**config.mk**
```make
export PLATFORM = sky130hd
export DESIGN_NAME = id_ex_stage_reg
export DESIGN_NICKNAME = d
export VERILOG_FILES = /design/src/rtl/id_ex_stage_reg.sv
export SDC_FILE = /design/constraint.sdc
export NUM_CORES = 1
export LEC_CHECK = 0
export BUFFER_PORTS_ARGS = -buffer_cell sky130_fd_sc_hd__buf_4
export CAP_MARGIN = 20
export CORE_ASPECT_RATIO = 1.1
export CORE_MARGIN = 3
export CORE_UTILIZATION = 41
export DETAILED_ROUTE_END_ITERATION = 8
export PLACE_DENSITY = 0.76
export SKIP_CTS_REPAIR_TIMING = 1
export SYNTH_ARGS = -nofsm -noshare
export SYNTH_HDL_FRONTEND = slang
export SYNTH_SLANG_ARGS = --single-unit
export TNS_END_PERCENT = 1
```
**constraint.sdc**
```tcl
create_clock -name clk -period 2.1 [get_ports clk]
set_input_delay 0.42 -clock clk [delete_from_list [all_inputs] [get_ports clk]]
set_output_delay 0.42 -clock clk [all_outputs]
set_load 0.02 [all_outputs]
```
**src/rtl/id_ex_stage_reg.sv**
```systemverilog
//==============================================================================
// Module      : id_ex_stage_reg
// Description : ID/EX pipeline register with load-use hazard bubble insertion,
//               branch flush, backpressure hold and a saturating stall counter.
//               Optional macro STORE_FWD_BYPASS_EN: a store whose data operand
//               (rs2) is the only dependency on an in-flight load does not stall.
// Revision    : 1.0 - initial release
//==============================================================================
`default_nettype none

module id_ex_stage_reg #(
    parameter int XLEN   = 32,
    parameter int REG_AW = 5,
    parameter int CTRL_W = 10,
    parameter int CNT_W  = 16
) (
    input  logic              clk,
    input  logic              rst_n,
    input  logic              id_valid,
    input  logic [XLEN-1:0]   id_pc,
    input  logic [REG_AW-1:0] id_rs1,
    input  logic [REG_AW-1:0] id_rs2,
    input  logic [REG_AW-1:0] id_rd,
    input  logic              id_uses_rs2,
    input  logic [XLEN-1:0]   id_rs1_data,
    input  logic [XLEN-1:0]   id_rs2_data,
    input  logic [XLEN-1:0]   id_imm,
    input  logic [CTRL_W-1:0] id_ctrl,
    input  logic              ex_flush,
    input  logic              ex_ready,
    output logic              ID_EX_Valid,
    output logic [XLEN-1:0]   ID_EX_PC,
    output logic [XLEN-1:0]   ID_EX_Rs1_Data,
    output logic [XLEN-1:0]   ID_EX_Rs2_Data,
    output logic [XLEN-1:0]   ID_EX_Imm,
    output logic [REG_AW-1:0] ID_EX_Rs1,
    output logic [REG_AW-1:0] ID_EX_Rs2,
    output logic [REG_AW-1:0] ID_EX_Rd,
    output logic [CTRL_W-1:0] ID_EX_Ctrl,
    output logic              pc_write,
    output logic              if_id_write,
    output logic [CNT_W-1:0]  stall_cnt
);

    localparam int C_MEMREAD_BIT = CTRL_W - 2;

    typedef enum logic [0:0] {
        ST_RUN    = 1'b0,
        ST_BUBBLE = 1'b1
    } state_t;

    state_t            state_q, state_d;
    logic              valid_q, valid_d;
    logic [XLEN-1:0]   pc_q, pc_d;
    logic [XLEN-1:0]   rs1_data_q, rs1_data_d;
    logic [XLEN-1:0]   rs2_data_q, rs2_data_d;
    logic [XLEN-1:0]   imm_q, imm_d;
    logic [REG_AW-1:0] rs1_q, rs1_d;
    logic [REG_AW-1:0] rs2_q, rs2_d;
    logic [REG_AW-1:0] rd_q, rd_d;
    logic [CTRL_W-1:0] ctrl_q, ctrl_d;
    logic [CNT_W-1:0]  cnt_q, cnt_d;

    logic w_hz_base;
    logic w_store_rs2_only;
    logic w_hz;
    logic w_hz_run;

    assign w_hz_base = valid_q & ctrl_q[C_MEMREAD_BIT] & (rd_q != '0) & id_valid &
                       ((rd_q == id_rs1) | (id_uses_rs2 & (rd_q == id_rs2)));

`ifdef STORE_FWD_BYPASS_EN
    localparam int C_MEMWRITE_BIT = CTRL_W - 3;
    // Store data can be picked up by the MEM-stage WB->MEM forward, so only
    // an address (rs1) dependency has to stall.
    assign w_store_rs2_only = id_ctrl[C_MEMWRITE_BIT] & (rd_q == id_rs2) & (rd_q != id_rs1);
`else
    assign w_store_rs2_only = 1'b0;
`endif

    assign w_hz     = w_hz_base & ~w_store_rs2_only;
    assign w_hz_run = w_hz & (state_q == ST_RUN);

    always_comb begin
        state_d     = state_q;
        valid_d     = valid_q;
        pc_d        = pc_q;
        rs1_data_d  = rs1_data_q;
        rs2_data_d  = rs2_data_q;
        imm_d       = imm_q;
        rs1_d       = rs1_q;
        rs2_d       = rs2_q;
        rd_d        = rd_q;
        ctrl_d      = ctrl_q;
        cnt_d       = cnt_q;
        pc_write    = 1'b1;
        if_id_write = 1'b1;

        if (ex_flush) begin
            valid_d    = 1'b0;
            pc_d       = '0;
            rs1_data_d = '0;
            rs2_data_d = '0;
            imm_d      = '0;
            rs1_d      = '0;
            rs2_d      = '0;
            rd_d       = '0;
            ctrl_d     = '0;
            state_d    = ST_RUN;
        end else if (!ex_ready) begin
            pc_write    = 1'b0;
            if_id_write = 1'b0;
        end else if (w_hz_run) begin
            valid_d     = 1'b0;
            pc_d        = '0;
            rs1_data_d  = '0;
            rs2_data_d  = '0;
            imm_d       = '0;
            rs1_d       = '0;
            rs2_d       = '0;
            rd_d        = '0;
            ctrl_d      = '0;
            state_d     = ST_BUBBLE;
            pc_write    = 1'b0;
            if_id_write = 1'b0;
            if (cnt_q != '1) begin
                cnt_d = cnt_q + CNT_W'(1);
            end
        end else begin
            valid_d    = id_valid;
            pc_d       = id_pc;
            rs1_data_d = id_rs1_data;
            rs2_data_d = id_rs2_data;
            imm_d      = id_imm;
            rs1_d      = id_rs1;
            rs2_d      = id_rs2;
            rd_d       = id_rd;
            ctrl_d     = id_valid ? id_ctrl : '0;
            state_d    = ST_RUN;
        end
    end

    always_ff @(posedge clk or negedge rst_n) begin
        if (!rst_n) begin
            state_q    <= ST_RUN;
            valid_q    <= 1'b0;
            pc_q       <= '0;
            rs1_data_q <= '0;
            rs2_data_q <= '0;
            imm_q      <= '0;
            rs1_q      <= '0;
            rs2_q      <= '0;
            rd_q       <= '0;
            ctrl_q     <= '0;
            cnt_q      <= '0;
        end else begin
            state_q    <= state_d;
            valid_q    <= valid_d;
            pc_q       <= pc_d;
            rs1_data_q <= rs1_data_d;
            rs2_data_q <= rs2_data_d;
            imm_q      <= imm_d;
            rs1_q      <= rs1_d;
            rs2_q      <= rs2_d;
            rd_q       <= rd_d;
            ctrl_q     <= ctrl_d;
            cnt_q      <= cnt_d;
        end
    end

    assign ID_EX_Valid    = valid_q;
    assign ID_EX_PC       = pc_q;
    assign ID_EX_Rs1_Data = rs1_data_q;
    assign ID_EX_Rs2_Data = rs2_data_q;
    assign ID_EX_Imm      = imm_q;
    assign ID_EX_Rs1      = rs1_q;
    assign ID_EX_Rs2      = rs2_q;
    assign ID_EX_Rd       = rd_q;
    assign ID_EX_Ctrl     = ctrl_q;
    assign stall_cnt      = cnt_q;

endmodule

`default_nettype wire

```
==> summary.txt <==
First DRT Iteration DRCs: 333
Static Leak: 5.133 nW
EDFF count, synth: 0
CTS root buf: clkbuf_16
DRC violations left: 0
Die Y: 136.9 um
Worst-Margin Slew: 0.4954 ns
RSZ-0062 raised after global routing: yes
Yosys top cell by area: dfrtp_1
initial core utilization: 42.09%
Clock Power Share: 40.8%
HP Class: in -> reg
die area: 17,110 um^2
Setup Skew: 0.01131 ns
Sequential Power Share: 44.6%
final hold violation count: 0
Simple-Gate Fraction of Synth Area: 4.428%
fin crit share: 111.9%
core box area: 15,170 um^2
global route total overflow: 0
multiplexer share of the synthesized area: 0.1763%
largest net degree at the start of global routing: 64
synth-to-layout area growth: 55.37%
FF-to-FF setup slack: -0.03 ns
DRT Wirelength: 20,330 um
CP startpoint kind: register
Post-Syn Area: 6386 um^2
DR WL met3: 1470 um
Achievable Freq: 425.5 MHz
WL/cell: 20.51 um
post-synthesis compound-gate area fraction: 21.94%
Vias: 5,294
cells after synthesis: 445
setup violators final: 38
CTS tree: yes
Hold Path Sink: ID_EX_Imm[5]
Worst VDD drop: 0.0004860 V
number of synthesized register bits: 171
hpwl dp: 14,930 um
Distinct cells, synth: 30
GR Util All Layers: 22.82%
setup ws final: -0.2504 ns
Hold Crit Depth: 2
RR Startpoint: ID_EX_Rd[1]
Seq/Total Area, Yosys: 67.01%
Psw: 1.916 mW
CP Data Arrival Time: 1.93 ns
CP Class: reg -> out
min-delay src: id_imm[5]
fin. max-slew vios: 0
DR pass1 iterations: 4
Final #Nets: 943
max layer used: met4
syn avg cell area: 14.35 um^2
Final Non-Filler Cells: 991
clk_lat worst skew: 0.42 ns
ys flop type: dfrtp_1
Antenna diodes: 0
pwr/cell area: 806.7 nW/um^2
WL met2: 10,780 um
Slew HR: 66.97%
drt via density: 5.342
Net Sw Frac: 23.94%
logic gate share of total power: 14.6%
Placed Area: 9264 um^2
initial antenna violation count: 0
Core Rows: 47
Final ANT Viol Nets: 0
XOR/XNOR share of the synthesized area: 3.429%
first-pass GRT wire length: 30,450 um
largest family of logic cells by synthesized area: compound AO/OA/AOI/OAI gates
Synth warnings: 0
Hold WS: 0.2119 ns
top cells by area, synth: dfrtp_1 67%, a22o_1 20%, xnor2_1 3.4%, a32o_1 1.6%, clkbuf_1 1.2%
WP data required: 1.68 ns
Die W: 125.0 um
Clock transition at path regs: 0.06 ns
fill count: 1,135
IO buf count: 330
Worst Reg-to-Reg Cells: 7
syn nets: 605
status: finished with violations
IO Pins: 331
Internal Pwr Total: 6.088 mW
CP Capture Type: output port
Synth Area in Adders: 0.1959%
top-area cell type share of the netlist area: 67.01%
fin crit period: 2.350 ns
Synth async-reset ratio: 100.0%
vias in the first global route: 5,470
share of cells above drive strength 1: 49.31%
reg2reg end: ID_EX_Rs2_Data[25]
failing checks: setup timing
clock sink total: 171
# H-tree levels: 4
Clock Path Buffers: 2
placed cells: 957
met1 WL: 7634 um
RD Place Congestion: 0.8267
largest fanout on the critical path: 2
Max-cap violations: 0
post-route cell area: 9922 um^2
CTS Buf Count: 17
[worst max path at each step]
| stage | from | to | slack, ns |
|---|---|---|---|
| after CTS | ID_EX_Rd[2] | if_id_write | -0.33 |
| after floorplan | ID_EX_Rd[2] | pc_write | 0.001 |
| after global routing | ID_EX_Rd[3] | pc_write | -0.34 |
| final | ID_EX_Rd[1] | if_id_write | -0.25 |
| after detailed placement | ID_EX_Rd[1] | ID_EX_Rs2_Data[25] | 0.09 |
| after global placement | ID_EX_Rd[1] | if_id_write | 0.13 |
[cell families (layout without fill, tap and decap cells)]
kind of cell    after synthesis  after routing
flops                       171            171
compound gates              160            160
simple gates                 50             50
buf+inv                      37            387
xor+xnor                     25             25
fa+ha+maj                     1              1
mux                           1              1
[metal layers]
metal,vias to the layer above,global-route usage [%]
met4,0,8.976
met1,2661,27.51
met3,27,6.753
met2,225,38.88
li1,2381,-
met5,-,0
[metrics by stage]
step	worst slack, ns	TNS, ns	power, mW	utilization [%]
floorplan	0.001137	0	4.082	-
global placement	0.1311	0	4.763	61.06
detailed placement	0.08754	0	4.790	61.06
CTS	-0.3331	-0.6661	8.070	65.09
global route	-0.3354	-7.262	8.295	65.40
finish	-0.2504	-0.7809	8.004	65.40
[cell usage in the layout (no fill, tap or decap), drive strengths merged]
master,instances
or4,1
a32o,10
o22ai,1
dlygate4sd3,1
nor4,2
and2,1
a21oi,1
bufinv,4
and4,4
nand3,12
clkbuf,24
nand2,10
buf,355
o21ai,2
nor3,4
a21o,1
and4b,1
nand3b,2
nor2,3
ha,1
nor2b,1
nand2b,1
nand4,6
xnor2,25
a22o,144
clkinv,1
and3,2
dfrtp,171
o21a,1
mux2,1
clkinvlp,2
[sequential cells by signal (all words and copies together), names as in the netlist]
| signal | count |
|---|---|
| ID_EX_Rs2_Data | 32 |
| ID_EX_Rs2 | 5 |
| ID_EX_PC | 32 |
| ID_EX_Rs1 | 5 |
| stall_cnt | 16 |
| ID_EX_Valid | 1 |
| ID_EX_Ctrl | 10 |
| ID_EX_Rd | 5 |
| ID_EX_Rs1_Data | 32 |
| ID_EX_Imm | 32 |
| state_q | 1 |
[area by class of cell]
| class | instances | area (um^2) | area share [%] |
|---|---|---|---|
| clock buffers | 24 | 471.7 | 4.754 |
| clock inverters | 7 | 140.1 | 1.412 |
| multi-input cells | 237 | 1969 | 19.85 |
| flip-flops and latches | 171 | 4284 | 43.18 |
| well taps | 196 | 245.2 | 2.472 |
| repair buffers | 356 | 2811 | 28.34 |
[worst max-delay path, cell delays in order, from the launching register on]
cell and delay (ns):
dfrtp_2 0.40, or4_4 0.54, o21a_1 0.22, nand2_2 0.08, a21o_1 0.13, buf_4 0.14
[synth_stat cells (2+ instances only)]
cell type  number
a32o_1         10
buf_4           8
nor4_1          2
nand3_1        12
nor2_1          3
and3_1          2
buf_2           9
dfrtp_1       171
clkbuf_1       20
and4_1          4
nand4_1         6
a22o_1        144
nand3b_1        2
nand2_1        10
xnor2_1        25
nor3_1          3
[power by group through the flow]
stage / Combinational, mW / Sequential, mW / Clock, mW
floorplan: 0.272 / 3.81 / 0
finish: 1.17 / 3.57 / 3.27
CTS: 1.17 / 3.57 / 3.33
global placement: 1.14 / 3.62 / 0
detailed placement: 1.17 / 3.62 / 0
global route: 1.24 / 3.59 / 3.47
No activity file was read; power rests on OpenSTA's default activity.
